File: src/rtl/pipe_control_unit.sv
// pipe_control_unit: decodes the IF/ID instruction, carries control words down EX/MEM/WB,
// generates load-use stalls, flush bubbles, illegal-encoding flag and saturating perf counters.
module pipe_control_unit #(
   parameter int WORD_SIZE = 16,
   parameter int REG_W     = 2,
   parameter int SIG_SIZE  = 16,
   parameter int CNT_W     = 16
) (
   input  logic                 clk,
   input  logic                 reset,
   input  logic                 if_valid,
   input  logic [WORD_SIZE-1:0] if_instr,
   input  logic                 flush,
   output logic                 stall,
   output logic                 illegal,
   output logic [SIG_SIZE-1:0]  id_sig,
   output logic [SIG_SIZE-1:0]  ex_sig,
   output logic [SIG_SIZE-1:0]  mem_sig,
   output logic [SIG_SIZE-1:0]  wb_sig,
   output logic [REG_W-1:0]     ex_rd,
   output logic [REG_W-1:0]     mem_rd,
   output logic [REG_W-1:0]     wb_rd,
   output logic [CNT_W-1:0]     stall_cnt,
   output logic [CNT_W-1:0]     flush_cnt
);
   localparam int RS_MSB = WORD_SIZE - 5;
   localparam int RT_MSB = RS_MSB - REG_W;
   localparam int RD_MSB = RT_MSB - REG_W;
   logic                 id_v_q, id_v_d;
   logic [WORD_SIZE-1:0] id_instr_q, id_instr_d;
   logic [SIG_SIZE-1:0]  ex_sig_q, ex_sig_d, mem_sig_q, mem_sig_d, wb_sig_q, wb_sig_d;
   logic [REG_W-1:0]     ex_rd_q, ex_rd_d, mem_rd_q, mem_rd_d, wb_rd_q, wb_rd_d;
   logic                 ex_wr_q, ex_wr_d;
   logic [CNT_W-1:0]     stall_cnt_q, stall_cnt_d, flush_cnt_q, flush_cnt_d;
   logic [3:0]           op;
   logic [5:0]           func;
   logic [REG_W-1:0]     rs, rt, rd, dec_rd;
   logic [19:0]          ent;
   logic                 undef, use_rs, use_rt, hazard, kill_ex;
   logic [1:0]           dst;
   assign op   = id_instr_q[WORD_SIZE-1 -: 4];
   assign rs   = id_instr_q[RS_MSB -: REG_W];
   assign rt   = id_instr_q[RT_MSB -: REG_W];
   assign rd   = id_instr_q[RD_MSB -: REG_W];
   assign func = id_instr_q[5:0];
   // ent = {control word, uses rs, uses rt, dest select (0 none, 1 rt, 2 rd)}
   always_comb begin
      ent   = '0;
      undef = 1'b0;
      case ({op, op == 4'hf ? func : 6'h00})
         {4'hf, 6'h00}: ent = {16'h0810, 2'b11, 2'd2};
         {4'hf, 6'h01}: ent = {16'h0811, 2'b11, 2'd2};
         {4'hf, 6'h02}: ent = {16'h0815, 2'b11, 2'd2};
         {4'hf, 6'h03}: ent = {16'h0816, 2'b11, 2'd2};
         {4'hf, 6'h04}: ent = {16'h0819, 2'b10, 2'd2};
         {4'hf, 6'h05}: ent = {16'h081c, 2'b10, 2'd2};
         {4'hf, 6'h06}: ent = {16'h081d, 2'b10, 2'd2};
         {4'hf, 6'h07}: ent = {16'h081a, 2'b10, 2'd2};
         {4'hf, 6'h3f}: ent = '0;
         {4'h0, 6'h00}: ent = {16'h0201, 2'b11, 2'd0};
         {4'h1, 6'h00}: ent = {16'h0201, 2'b11, 2'd0};
         {4'h4, 6'h00}: ent = {16'h0030, 2'b10, 2'd1};
         {4'h5, 6'h00}: ent = {16'h0036, 2'b10, 2'd1};
         {4'h6, 6'h00}: ent = {16'h103f, 2'b00, 2'd1};
         {4'h7, 6'h00}: ent = {16'h0960, 2'b10, 2'd1};
         {4'h8, 6'h00}: ent = {16'h0060, 2'b11, 2'd0};
         {4'h9, 6'h00}: ent = {16'h0400, 2'b00, 2'd0};
         default:       undef = 1'b1;
      endcase
   end
   assign use_rs  = ent[3];
   assign use_rt  = ent[2];
   assign dst     = ent[1:0];
   assign dec_rd  = dst == 2'd2 ? rd : dst == 2'd1 ? rt : '0;
   assign id_sig  = id_v_q ? SIG_SIZE'(ent[19:4]) : '0;
   assign illegal = id_v_q && undef;
   // the load's destination write is tracked by ex_wr_q since its control word lacks bit 4
   assign hazard  = ex_sig_q[8] && ex_wr_q && ((use_rs && rs == ex_rd_q) || (use_rt && rt == ex_rd_q));
   assign stall   = id_v_q && !flush && hazard;
   assign kill_ex = flush || stall;
   always_comb begin
      id_v_d      = flush ? 1'b0 : stall ? id_v_q : if_valid;
      id_instr_d  = flush ? '0 : stall ? id_instr_q : if_instr;
      ex_sig_d    = kill_ex ? '0 : id_sig;
      ex_rd_d     = kill_ex || !id_v_q ? '0 : dec_rd;
      ex_wr_d     = !kill_ex && id_v_q && dst != 2'd0;
      mem_sig_d   = ex_sig_q;
      mem_rd_d    = ex_rd_q;
      wb_sig_d    = mem_sig_q;
      wb_rd_d     = mem_rd_q;
      stall_cnt_d = stall_cnt_q + CNT_W'(stall && !(&stall_cnt_q));
      flush_cnt_d = flush_cnt_q + CNT_W'(flush && !(&flush_cnt_q));
   end
   always_ff @(posedge clk) begin
      if (reset) begin
         id_v_q      <= 1'b0;
         id_instr_q  <= '0;
         ex_sig_q    <= '0;
         ex_rd_q     <= '0;
         ex_wr_q     <= 1'b0;
         mem_sig_q   <= '0;
         mem_rd_q    <= '0;
         wb_sig_q    <= '0;
         wb_rd_q     <= '0;
         stall_cnt_q <= '0;
         flush_cnt_q <= '0;
      end else begin
         id_v_q      <= id_v_d;
         id_instr_q  <= id_instr_d;
         ex_sig_q    <= ex_sig_d;
         ex_rd_q     <= ex_rd_d;
         ex_wr_q     <= ex_wr_d;
         mem_sig_q   <= mem_sig_d;
         mem_rd_q    <= mem_rd_d;
         wb_sig_q    <= wb_sig_d;
         wb_rd_q     <= wb_rd_d;
         stall_cnt_q <= stall_cnt_d;
         flush_cnt_q <= flush_cnt_d;
      end
   end
   assign ex_sig    = ex_sig_q;
   assign mem_sig   = mem_sig_q;
   assign wb_sig    = wb_sig_q;
   assign ex_rd     = ex_rd_q;
   assign mem_rd    = mem_rd_q;
   assign wb_rd     = wb_rd_q;
   assign stall_cnt = stall_cnt_q;
   assign flush_cnt = flush_cnt_q;
endmodule

File: config.mk
export PLATFORM = sky130hd
export DESIGN_NAME = pipe_control_unit
export DESIGN_NICKNAME = d
export VERILOG_FILES = /design/src/rtl/pipe_control_unit.sv
export SDC_FILE = /design/constraint.sdc
export NUM_CORES = 1
export LEC_CHECK = 0
export BUFFER_PORTS_ARGS = -buffer_cell sky130_fd_sc_hd__buf_4
export CORE_MARGIN = 2
export CORE_UTILIZATION = 35
export DETAILED_ROUTE_END_ITERATION = 8
export GPL_ROUTABILITY_DRIVEN = 1
export MAX_ROUTING_LAYER = met4
export PLACE_DENSITY = 0.7
export SYNTH_ARGS = -nofsm -noshare
export SYNTH_HDL_FRONTEND = slang
export SYNTH_SLANG_ARGS = --single-unit
File: constraint.sdc
create_clock -name clk -period 4 [get_ports clk]
set_input_delay 0.4 -clock clk [delete_from_list [all_inputs] [get_ports clk]]
set_output_delay 0.4 -clock clk [all_outputs]
set_load 0.02 [all_outputs]
; After elaboration in Yosys (flattened, before gate mapping)
; Cells that the tools add are included.
[totals]
input_bits = 20
reg_bits = 104
out_inout_bits = 104
elab_cells = 68
[classes]
mux = 6
reduce_logical = 28
add_sub_neg = 2
eq_ne = 21
[op_table]
columns = op, count
row1 = one-hot mux 17 bit (15 select lines), 1
row2 = "== test 10 bit, second input constant", 11
row3 = "== test 10 x 9 -> 1 bit, second input constant", 4
row4 = adder 16 x 1 -> 16 bit, 2
row5 = AND reduction 16 bit, 2
row6 = OR reduction 17 bit, 1
row7 = 2-to-1 mux 16 bit, 1
row8 = logical AND 1 bit, 11
row9 = "== test 10 x 7 -> 1 bit, second input constant", 1
row10 = zero test 10 bit, 1
row11 = OR reduction 2 bit, 4
row12 = 2-to-1 mux 6 bit, 1
row13 = zero test 1 bit, 5
row14 = == test 2 bit, 2
row15 = "== test 4 bit, second input constant", 1
row16 = 2-to-1 mux 2 bit, 2
row17 = logical OR 1 bit, 3
row18 = "== test 2 x 1 -> 1 bit, second input constant", 1
row19 = "== test 2 bit, second input constant", 1
row20 = nonzero test 2 bit, 1
row21 = 2-to-1 mux 1 bit, 1

; Depth between registers and ports, before layout
; Gate-level depths: netlist of the first run.
[logic_depth]
word_depth = 13
ltp_mapped = 12
mapped_depth_nobuf = 10

; Least setup slack after synthesis of the first run
; OpenSTA, ideal clock, no wires.
[synth_timing]
path_type = register -> register
from = register id_instr_q[15]
to = register stall_cnt_q[14], in the netlist stall_cnt[14]
arrival_time_ns = 2.853
path_buffers = 1
required_ns = 3.929
slack_ns = 1.076
stages_incl_launch_ff = 12
cell_sequence = dfxtp_1 or4b_4 nor2_2 o2111ai_1 clkbuf_1 a21oi_1 ha_1 ha_1 and3_1 nand4_1 or3_1 a21oi_1
[synth_between]
elab_chain_len = 11
word_cells_on_any_way = 27
[synth_lines]
columns = item, line
row1 = "start, declared", 30  ; logic [WORD_SIZE-1:0] id_instr_q, id_instr_d;
row2 = "start signal, assigned", 109  ; id_instr_q <= id_instr_d;
row3 = == test 4 bit, 50  ; case ({op, op == 4'hf ? func : 6'h00})
row4 = 2-to-1 mux 6 bit, 50
row5 = == test 10 x 7 -> 1 bit / zero test 10 bit (equally long branches), 50
row6 = OR reduction 2 bit (no line), --
row7 = one-hot mux 17 bit (15 select lines) (*), 50
row8 = logical AND 1 bit, 78  ; assign hazard = ex_sig_q[8] && ex_wr_q && ((use_rs && rs == ex_rd_q) || (use_rt && rt == ex_rd_q));
row9 = logical OR 1 bit (*), 78
row10 = logical AND 1 bit (*), 78
row11 = logical AND 1 bit (*), 79  ; assign stall = id_v_q && !flush && hazard;
row12 = logical AND 1 bit (*), 91  ; stall_cnt_d = stall_cnt_q + CNT_W'(stall && !(&stall_cnt_q));
row13 = adder 16 x 1 -> 16 bit (*), 91
row14 = "end signal, assigned", 117  ; stall_cnt_q <= stall_cnt_d;
row15 = "end, declared", 34  ; logic [CNT_W-1:0] stall_cnt_q, stall_cnt_d, flush_cnt_q, flush_cnt_d;
; Mark *: on every way between the ends. The rest lies on a longest branch, timed or not.
; A chain may end at the register's enable or synchronous reset.

; Worst setup path in the final report of the first run
; Ends and elaborated chain as after synthesis.

==> impl_metrics.env, run 1 <==
export IMPL_finalPower_mw=1.67
export IMPL_dr_pass1_iters=4
export IMPL_grtUsageMet1_pct=19.7
export IMPL_htreeDepth=3
export IMPL_r2r_end="stall_cnt[14]$_SDFF_PP0_"
export IMPL_seq_power_share_pct=56.1
export IMPL_diodes=0
export IMPL_pre_cts_ws_ps=794
export IMPL_die_h_um=108
export IMPL_final_area_mm2=0.00477
export IMPL_io_pins=124
export IMPL_min_path_type="in2reg"
export IMPL_worst_path_max_fanout=16
export IMPL_startpoint_type="flip-flop"
export IMPL_ctsResizeCount=0
export IMPL_ir_drop_mv=0.150
export IMPL_syn2layout_area_growth_pct=27.3
export IMPL_cts_setup_buffers=0
export IMPL_internal_power_mw=1.26
export IMPL_p_leak_nw=2.01
export IMPL_cap_violations=0
export IMPL_r2r_start="id_instr_q[15]$_SDFFE_PP0N_"
export IMPL_hold_violations=0
export IMPL_startpoint="id_instr_q[15]$_SDFFE_PP0N_"
export IMPL_routed_via_density=4.82
export IMPL_gp_congestion=0.855
export IMPL_fin_cells=651
export IMPL_setup_tns_ps=0
export IMPL_drt_iter0_drc=151
export IMPL_core_mm2=0.0104
export IMPL_post_drt_wl_per_cell_um=13.5
export IMPL_worstMarginPinSlew_ps=621
export IMPL_final_core_util_pct=46.0
export IMPL_grt_overflow=0
export IMPL_setup_viol=0
export IMPL_netlist_area_mm2=0.00375
export IMPL_criticalPathCategory="reg2reg"
export IMPL_fmax_mhz=310
export IMPL_portBuffers=107
export IMPL_hp_start="if_valid"
export IMPL_nFillCells=989
export IMPL_crit_arrival_ps=3510
export IMPL_clk_path_buf_depth=2
export IMPL_start_util_pct=36.2
export IMPL_hold_ws_ps=253
export IMPL_p_clk_share_pct=38.6
export IMPL_vias=3136
export IMPL_grt_pass1_vias=2829
export IMPL_place_area_mm2=0.00457
export IMPL_switchingPower_uw=415
export IMPL_max_slew_margin_rel_pct=58.6
export IMPL_final_nets=534
export IMPL_cts_tree="done"
export IMPL_numCtsBuffers=9
export IMPL_synth_seq_cells=92
export IMPL_cts_hold_buffers=0
export IMPL_die_width_um=108
export IMPL_layout_drive_gt1_share_pct=25.6
export IMPL_worst_setup_path_end_kind="flip-flop"
export IMPL_drc=0
export IMPL_cp_data_required_time_ps=4290
export IMPL_setup_slack_ps=775
export IMPL_grt_antenna_before_repair=0
export IMPL_die_area_mm2=0.0116
export IMPL_use_met3_pct=2.36
export IMPL_placementRows=37
export IMPL_dp_hpwl_um=6530
export IMPL_grt_start_max_net_pins=63
export IMPL_top_usage_layer="met2"
export IMPL_place_inst=635
export IMPL_cts_sinks=92
export IMPL_rsz0062_at_grt="false"
export IMPL_grt_pass1_wl_um=13800
export IMPL_min_period_ps=3220
export IMPL_ff2ff_path_depth=10
export IMPL_switching_share_pct=24.8
export IMPL_clk_pin_slew_ps=100
export IMPL_whs_endpoint="id_v_q$_SDFFE_PP0N_"
export IMPL_synthCells=413
export IMPL_fin_crit_sh_pct=80.6
export IMPL_p_per_area_mw_per_mm2=350
export IMPL_grt_usage_pct=15.3
export IMPL_fin_worst_skew_ps=15.3
export IMPL_whs_path_depth=2
export IMPL_slew_violations=0
export IMPL_clock_latency_ps=360
export IMPL_synth_avg_cell_area_um2=9.08
export IMPL_yosysWarnings=0
export IMPL_cts_root_buffer="clkbuf_8"
export IMPL_use_met2_pct=24.3
export IMPL_ys_types=41
export IMPL_postRouteAntennaNets=0
export IMPL_finalWirelength_um=8790
export IMPL_ff2ff_setup_slack_ps=780
export IMPL_p_comb_share_pct=5.3
export IMPL_status="finished clean"
export IMPL_seq_area_frac_synth_pct=49.1
cell families after synthesis:
family | Yosys count | share of synthesized area (%)
and+or+nand+nor | 176 | 25.5
DFF | 92 | 49.1
AOI/OAI and AO/OA | 70 | 10.9
buffers and inverters | 41 | 6.34
xor gates and xnor gates | 29 | 6.77
adders and majority gates | 4 | 1.33
other | 1 | 0.100
metal layers:
metal	vias to the layer above	routed length, um
li1	1588	-
met5	-	0
met3	14	421
met1	1444	4060
met2	90	4150
met4	0	166
state kept, by name (all words and copies together), names as in the netlist:
| signal | count |
|---|---|
| ex_rd | 2 |
| ex_sig | 12 |
| ex_wr_q | 1 |
| flush_cnt | 16 |
| id_instr_q | 16 |
| id_v_q | 1 |
| mem_rd | 2 |
| mem_sig | 12 |
| stall_cnt | 16 |
| wb_rd | 2 |
| wb_sig | 12 |
placed cells by master (no fill, tap or decap), types with 5 or more instances in the layout:
cell type and count:
buf_4 109, dfxtp_1 92, nor2b_1 39, nor2_1 35, a21oi_1 31, nand3_1 30
nand2_1 23, conb_1 16, xor2_1 15, xnor2_1 14, o21ai_0 14, o21ai_1 11
clkbuf_8 9, nor4_1 8, and4_1 7, or3_1 7, nand4_1 7, and3_1 5
power by group through the flow:
stage	clock [mW]	sequential (mW)	combinational (mW)
after CTS	0.666	0.938	0.0886
after detailed placement	0	0.960	0.0883
after global placement	0	0.959	0.0866
after floorplan	0	0.956	0.0714
final	0.646	0.938	0.0883
after global routing	0.704	0.941	0.0971
synth_stat cells, drive strengths merged:
master,number,area share (%)
and4,7,1.6
a2111oi,2,0.47
nand4,7,1.2
nor2,36,3.7
nor4b,1,0.23
and3b,2,0.47
conb,1,0.10
nand2b,1,0.17
or4b,1,0.37
ha,4,1.3
nor3,4,0.67
or2,2,0.33
o2bb2ai,1,0.23
nor2b,39,6.5
o2111ai,2,0.47
o41a,1,0.30
inv,3,0.30
and2,2,0.33
a41o,1,0.27
nand2,23,2.3
nand3,30,4.0
and4b,1,0.27
xnor2,14,3.3
and3,5,0.83
or3,7,1.2
xor2,15,3.5
buf,24,4.6
o21a,4,0.80
o21ai,25,3.3
o2111a,2,0.67
dfxtp,92,49
a21oi,31,4.1
clkbuf,14,1.4
a211oi,1,0.20
nor4,8,1.3
worst max path at each step:
| stage | end | slack (ps) | depth (start not counted) |
|---|---|---|---|
| after floorplan | stall_cnt[14]$_SDFF_PP0_ | 1080 | 11 |
| final | stall_cnt[14]$_SDFF_PP0_ | 780 | 10 |
| after global placement | stall_cnt[14]$_SDFF_PP0_ | 900 | 10 |
| after detailed placement | stall_cnt[14]$_SDFF_PP0_ | 790 | 10 |
| after global routing | stall_cnt[14]$_SDFF_PP0_ | 470 | 10 |
| after CTS | stall_cnt[14]$_SDFF_PP0_ | 770 | 10 |
area by class of cell:
class	count	area (um^2)	area share, %
inverters	3	11.3	0.236
clock inverters	7	82.6	1.73
clock buffers	9	124	2.59
multi-input cells	295	1730	36.2
flip-flops and latches	92	1840	38.6
well taps	136	170	3.56
repair buffers	109	818	17.1
worst max-delay path: stages, from the launching register on:
cell and delay, ps:
dfxtp_1 620, or4b_4 560, nor2_2 220, o2111ai_1 180
a21oi_1 190, ha_1 200, ha_1 190, and3_1 230
nand4_1 210, or3_1 410, a21oi_1 140
Power figures use the tool's default switching activity.
==> inputs of run 2 (changes only) <==
- PLACE_DENSITY: 0.7 -> 0.72
- clock period: 4 -> 2.9 ns (I/O delays scaled with it)
==> run 2 against run 1 <==
Maximum frequency increased by 16%; global-route usage decreased by 0.23 points; clock skew decreased by 6.3 ps; flip-flop and latch count unchanged; highest routed layer unchanged.
==> impl_metrics.env, run 2 (same netlist as run 1, synthesis figures left out) <==
export IMPL_gp_congestion=0.836
export IMPL_cts_setup_buffers=0
export IMPL_die_width_um=108
export IMPL_cap_violations=0
export IMPL_post_drt_wl_per_cell_um=13.5
export IMPL_routed_via_density=4.80
export IMPL_criticalPathCategory="reg2reg"
export IMPL_worstMarginPinSlew_ps=604
export IMPL_grt_antenna_before_repair=0
export IMPL_pre_cts_ws_ps=62.2
export IMPL_drc=0
export IMPL_worst_setup_path_end_kind="flip-flop"
export IMPL_setup_slack_ps=112
export IMPL_grt_pass1_vias=2850
export IMPL_numCtsBuffers=9
export IMPL_hold_violations=0
export IMPL_fin_worst_skew_ps=9.07
export IMPL_placementRows=37
export IMPL_cp_data_required_time_ps=3180
export IMPL_finalWirelength_um=8880
export IMPL_grt_pass1_wl_um=13600
export IMPL_final_area_mm2=0.00484
export IMPL_htreeDepth=3
export IMPL_worst_path_max_fanout=5
export IMPL_final_nets=540
export IMPL_cts_tree="done"
export IMPL_cts_root_buffer="clkbuf_8"
export IMPL_postRouteAntennaNets=0
export IMPL_p_per_area_mw_per_mm2=472
export IMPL_core_mm2=0.0104
export IMPL_grt_overflow=0
export IMPL_fmax_mhz=359
export IMPL_layout_drive_gt1_share_pct=27.3
export IMPL_slew_violations=0
export IMPL_dp_hpwl_um=6510
export IMPL_hold_ws_ps=145
export IMPL_mostFrequentLayoutCells="buf_4, dfxtp_1, nor2b_1"
export IMPL_final_common_cell="buf_4"
export IMPL_cts_hold_buffers=0
export IMPL_ir_drop_mv=0.222
export IMPL_start_util_pct=36.2
export IMPL_die_area_mm2=0.0116
export IMPL_cts_sinks=92
export IMPL_clk_pin_slew_ps=100
export IMPL_grt_usage_pct=15.1
export IMPL_min_path_type="in2reg"
export IMPL_startpoint_type="flip-flop"
export IMPL_dr_pass1_iters=4
export IMPL_status="finished clean"
export IMPL_finalPower_mw=2.28
export IMPL_setup_viol=0
export IMPL_drt_iter0_drc=188
export IMPL_min_period_ps=2790
export IMPL_fin_crit_sh_pct=96.1
export IMPL_syn2layout_area_growth_pct=29.1
export IMPL_final_core_util_pct=46.7
export IMPL_max_slew_margin_rel_pct=59.7
export IMPL_place_area_mm2=0.00461
export IMPL_clock_latency_ps=350
export IMPL_portBuffers=107
export IMPL_die_h_um=108
export IMPL_grt_start_max_net_pins=63
export IMPL_io_pins=124
export IMPL_crit_arrival_ps=3070
export IMPL_clk_path_buf_depth=2
export IMPL_vias=3155
export IMPL_p_leak_nw=2.03
export IMPL_diodes=0
run 2: path summary, 6_finish.rpt:
check / from / to / slack, ps / cells past startpoint
worst min register to register: mem_sig[4]$_SDFF_PP0_ / wb_sig[4]$_SDFF_PP0_ / 470 / 1
worst max register to register: id_instr_q[5]$_SDFFE_PP0N_ / stall_cnt[12]$_SDFF_PP0_ / 110 / 10
worst min-delay path: if_valid / id_v_q$_SDFFE_PP0N_ / 150 / 2
worst max-delay path: id_instr_q[5]$_SDFFE_PP0N_ / stall_cnt[12]$_SDFF_PP0_ / 110 / 10
run 2: routing by layer:
layer | wire length (um) | global-route usage, %
met1 | 3940 | 18.1
met2 | 4460 | 25.2
met3 | 398 | 2.30
met4 | 78 | 6.50
met5 | 0 | -
run 2: metrics by stage:
stage          setup TNS (ps)  cells
2_1_floorplan               0    428
3_3_place_gp                0    641
3_5_place_dp                0    641
4_1_cts                     0    657
5_1_grt                 -25.9    657
6_report                    0    657
run 2: power breakdown:
| group | internal, mW | leakage [nW] | switching (mW) |
|---|---|---|---|
| sequential | 1.28 | 0.744 | 0.0146 |
| clock | 0.408 | 0.0975 | 0.455 |
| combinational | 0.0490 | 1.19 | 0.0813 |
run 2: repair_timing:
item,CTS,global route
endpoints found under the setup margin,0,3
resized for setup,0,6
hold endpoints to repair,0,0
run 2: area by class of cell:
type,count,area (um^2)
Sequential cell,92,1840
Clock inverter,6,72.6
Clock buffer,10,128
Tap cell,136,170
Timing Repair Buffer,115,863
Multi-Input combinational cell,295,1750
Fill cell,1002,5530
Inverter,3,11.3
run 2: critical path, cell delays in order, from the launching register on:
cell and delay, ps:
dfxtp_1 340, or4b_4 590, nor3_4 180, o2111ai_2 180, a21oi_2 190, ha_2 200, ha_2 190, and3_4 180
nand4_1 180, or3_1 350, a21oi_1 140
==> inputs of run 3 (changes only) <==
- CORE_UTILIZATION: 35 -> 44
- PLACE_DENSITY: 0.72 -> 0.85
==> run 3 against run 2 <==
Critical path depth did not move; sequential power barely moved; clock power rose by 19%; non-clock buffer count rose by 2; total power rose by 7.4%; count of clock-buffer cells in the layout fell by 1; worst hold slack improved by 11 ps; global-route usage rose by 4.0 points; critical path type unchanged; highest routed layer unchanged.
==> impl_metrics.env, run 3 (same netlist as run 1, synthesis figures left out) <==
export IMPL_critical_path_max_stage_delay_ps=580
export IMPL_post_drt_wl_per_cell_um=14.0
export IMPL_max_slew_margin_rel_pct=58.6
export IMPL_status="finished clean"
export IMPL_vias=3242
export IMPL_slew_violations=0
export IMPL_dp_hpwl_um=6400
export IMPL_cts_sinks=92
export IMPL_grt_pass1_vias=2855
export IMPL_pre_cts_ws_ps=125
export IMPL_fin_cells=628
export IMPL_worst_setup_path_end_kind="flip-flop"
export IMPL_postRouteAntennaNets=0
export IMPL_setup_viol=0
export IMPL_slowest_stage="or4b_4"
export IMPL_switchingPower_uw=549
export IMPL_criticalPathCategory="reg2reg"
export IMPL_io_pins=124
export IMPL_clk_path_buf_depth=2
export IMPL_clock_latency_ps=340
export IMPL_diodes=0
export IMPL_drc=0
export IMPL_routed_via_density=5.16
export IMPL_cts_tree="done"
export IMPL_layout_drive_gt1_share_pct=28.1
export IMPL_nFillCells=742
export IMPL_mostFrequentLayoutCells="buf_4, dfxtp_1, nor2b_1"
export IMPL_crit_arrival_ps=3060
export IMPL_p_comb_share_pct=5.3
export IMPL_grt_usage_pct=19.1
export IMPL_min_period_ps=2780
export IMPL_start_util_pct=45.4
export IMPL_worstPathCellList="or4b_4 > nor2_2 > o2111ai_2 > a21oi_2 > ha_2 > ha_2 > and3_4 > nand4_1 > or3_1 > a21oi_2"
export IMPL_core_mm2=0.00826
export IMPL_htreeDepth=3
export IMPL_placementRows=33
export IMPL_die_h_um=96.3
export IMPL_die_area_mm2=0.00928
export IMPL_hold_violations=0
export IMPL_gp_congestion=0.883
export IMPL_startpoint_type="flip-flop"
export IMPL_portBuffers=107
export IMPL_numCtsBuffers=9
export IMPL_cp_data_required_time_ps=3180
export IMPL_dr_pass1_iters=4
export IMPL_place_inst=612
export IMPL_worst_path_max_fanout=4
export IMPL_min_path_type="in2reg"
export IMPL_cap_violations=0
export IMPL_p_per_area_mw_per_mm2=504
export IMPL_die_width_um=96.3
export IMPL_worstMarginPinSlew_ps=620
export IMPL_clk_pin_slew_ps=90
export IMPL_finalWirelength_um=8810
export IMPL_grt_pass1_wl_um=13400
export IMPL_fin_worst_skew_ps=10.7
export IMPL_setup_slack_ps=122
export IMPL_seq_power_share_pct=52.6
export IMPL_ir_drop_mv=0.247
export IMPL_internal_power_mw=1.90
export IMPL_cts_hold_buffers=0
export IMPL_syn2layout_area_growth_pct=29.9
export IMPL_cts_root_buffer="clkbuf_8"
export IMPL_fin_crit_sh_pct=95.8
export IMPL_p_leak_nw=2.07
export IMPL_p_clk_share_pct=42.1
export IMPL_grt_overflow=0
export IMPL_final_nets=542
export IMPL_worst_path_buf_inv=0
export IMPL_setup_tns_ps=0
export IMPL_grt_antenna_before_repair=0
export IMPL_switching_share_pct=22.4
export IMPL_cp_top_family="simple AND/OR/NAND/NOR gates"
export IMPL_hold_ws_ps=156
export IMPL_grt_start_max_net_pins=63
export IMPL_drt_iter0_drc=95
export IMPL_fmax_mhz=360
export IMPL_final_common_cell="buf_4"
[run 3: cell count changes in the layout (fill, tap and decap cells not counted), sizes merged]
cell / delta
bufinv: +2
buf: +2
clkinvlp: -1
clkbuf: -1
[run 3: worst reg2reg max path, delay by kind of cell, from the launching register on]
kind            cells  cell delay [ps]
compound gates      3              500
fa+ha+maj           2              400
flops               1              340
simple gates        5             1470
[run 3: worst paths after layout]
kind                                            endpoint  cells past startpoint                       start  slack (ps)
worst max-delay path            stall_cnt[12]$_SDFF_PP0_                     10  id_instr_q[4]$_SDFFE_PP0N_         120
worst min-delay path                 id_v_q$_SDFFE_PP0N_                      2                    if_valid         160
worst max register to register  stall_cnt[12]$_SDFF_PP0_                     10  id_instr_q[4]$_SDFFE_PP0N_         120
worst min register to register      wb_sig[6]$_SDFF_PP0_                      1       mem_sig[6]$_SDFF_PP0_         470
[run 3: metrics by stage]
step / area (um^2) / total power [mW] / util (%)
2_1_floorplan: 3810 / 1.42 / -
3_3_place_gp: 4590 / 1.44 / 55.6
3_5_place_dp: 4590 / 1.45 / 55.6
4_1_cts: 4830 / 2.47 / 58.5
5_1_grt: 4870 / 2.55 / 59.0
6_report: 4870 / 2.45 / 59.0
[run 3: layout make-up]
type / count / area [um^2] / area share (%)
flip-flops and latches: 92 / 1840 / 37.8
clock buffers: 9 / 124 / 2.54
inverters: 3 / 11.3 / 0.231
multi-input cells: 295 / 1760 / 36.2
clock inverters: 7 / 121 / 2.49
repair buffers: 117 / 878 / 18.0
well taps: 105 / 131 / 2.70
[run 3: layer usage]
layer	vias to the layer above	routed length (um)	track usage, %
li1	1601	-	-
met1	1529	3900	24.2
met2	102	4240	30.7
met3	10	552	3.68
met4	0	121	6.34
met5	-	0	-
[run 3: power by group through the flow]
stage	sequential (mW)	combinational (mW)	clock, mW
floorplan	1.32	0.0985	0
global placement	1.32	0.125	0
detailed placement	1.32	0.127	0
CTS	1.29	0.128	1.05
global route	1.29	0.142	1.11
finish	1.29	0.129	1.03
[run 3: what timing repair did]
| item | CTS | global route |
|---|---|---|
| hold endpoints to repair | 0 | 0 |
| buffers inserted | 0 | 0 |
| gates resized for setup | 0 | 10 |
| setup endpoints to repair | 0 | 2 |
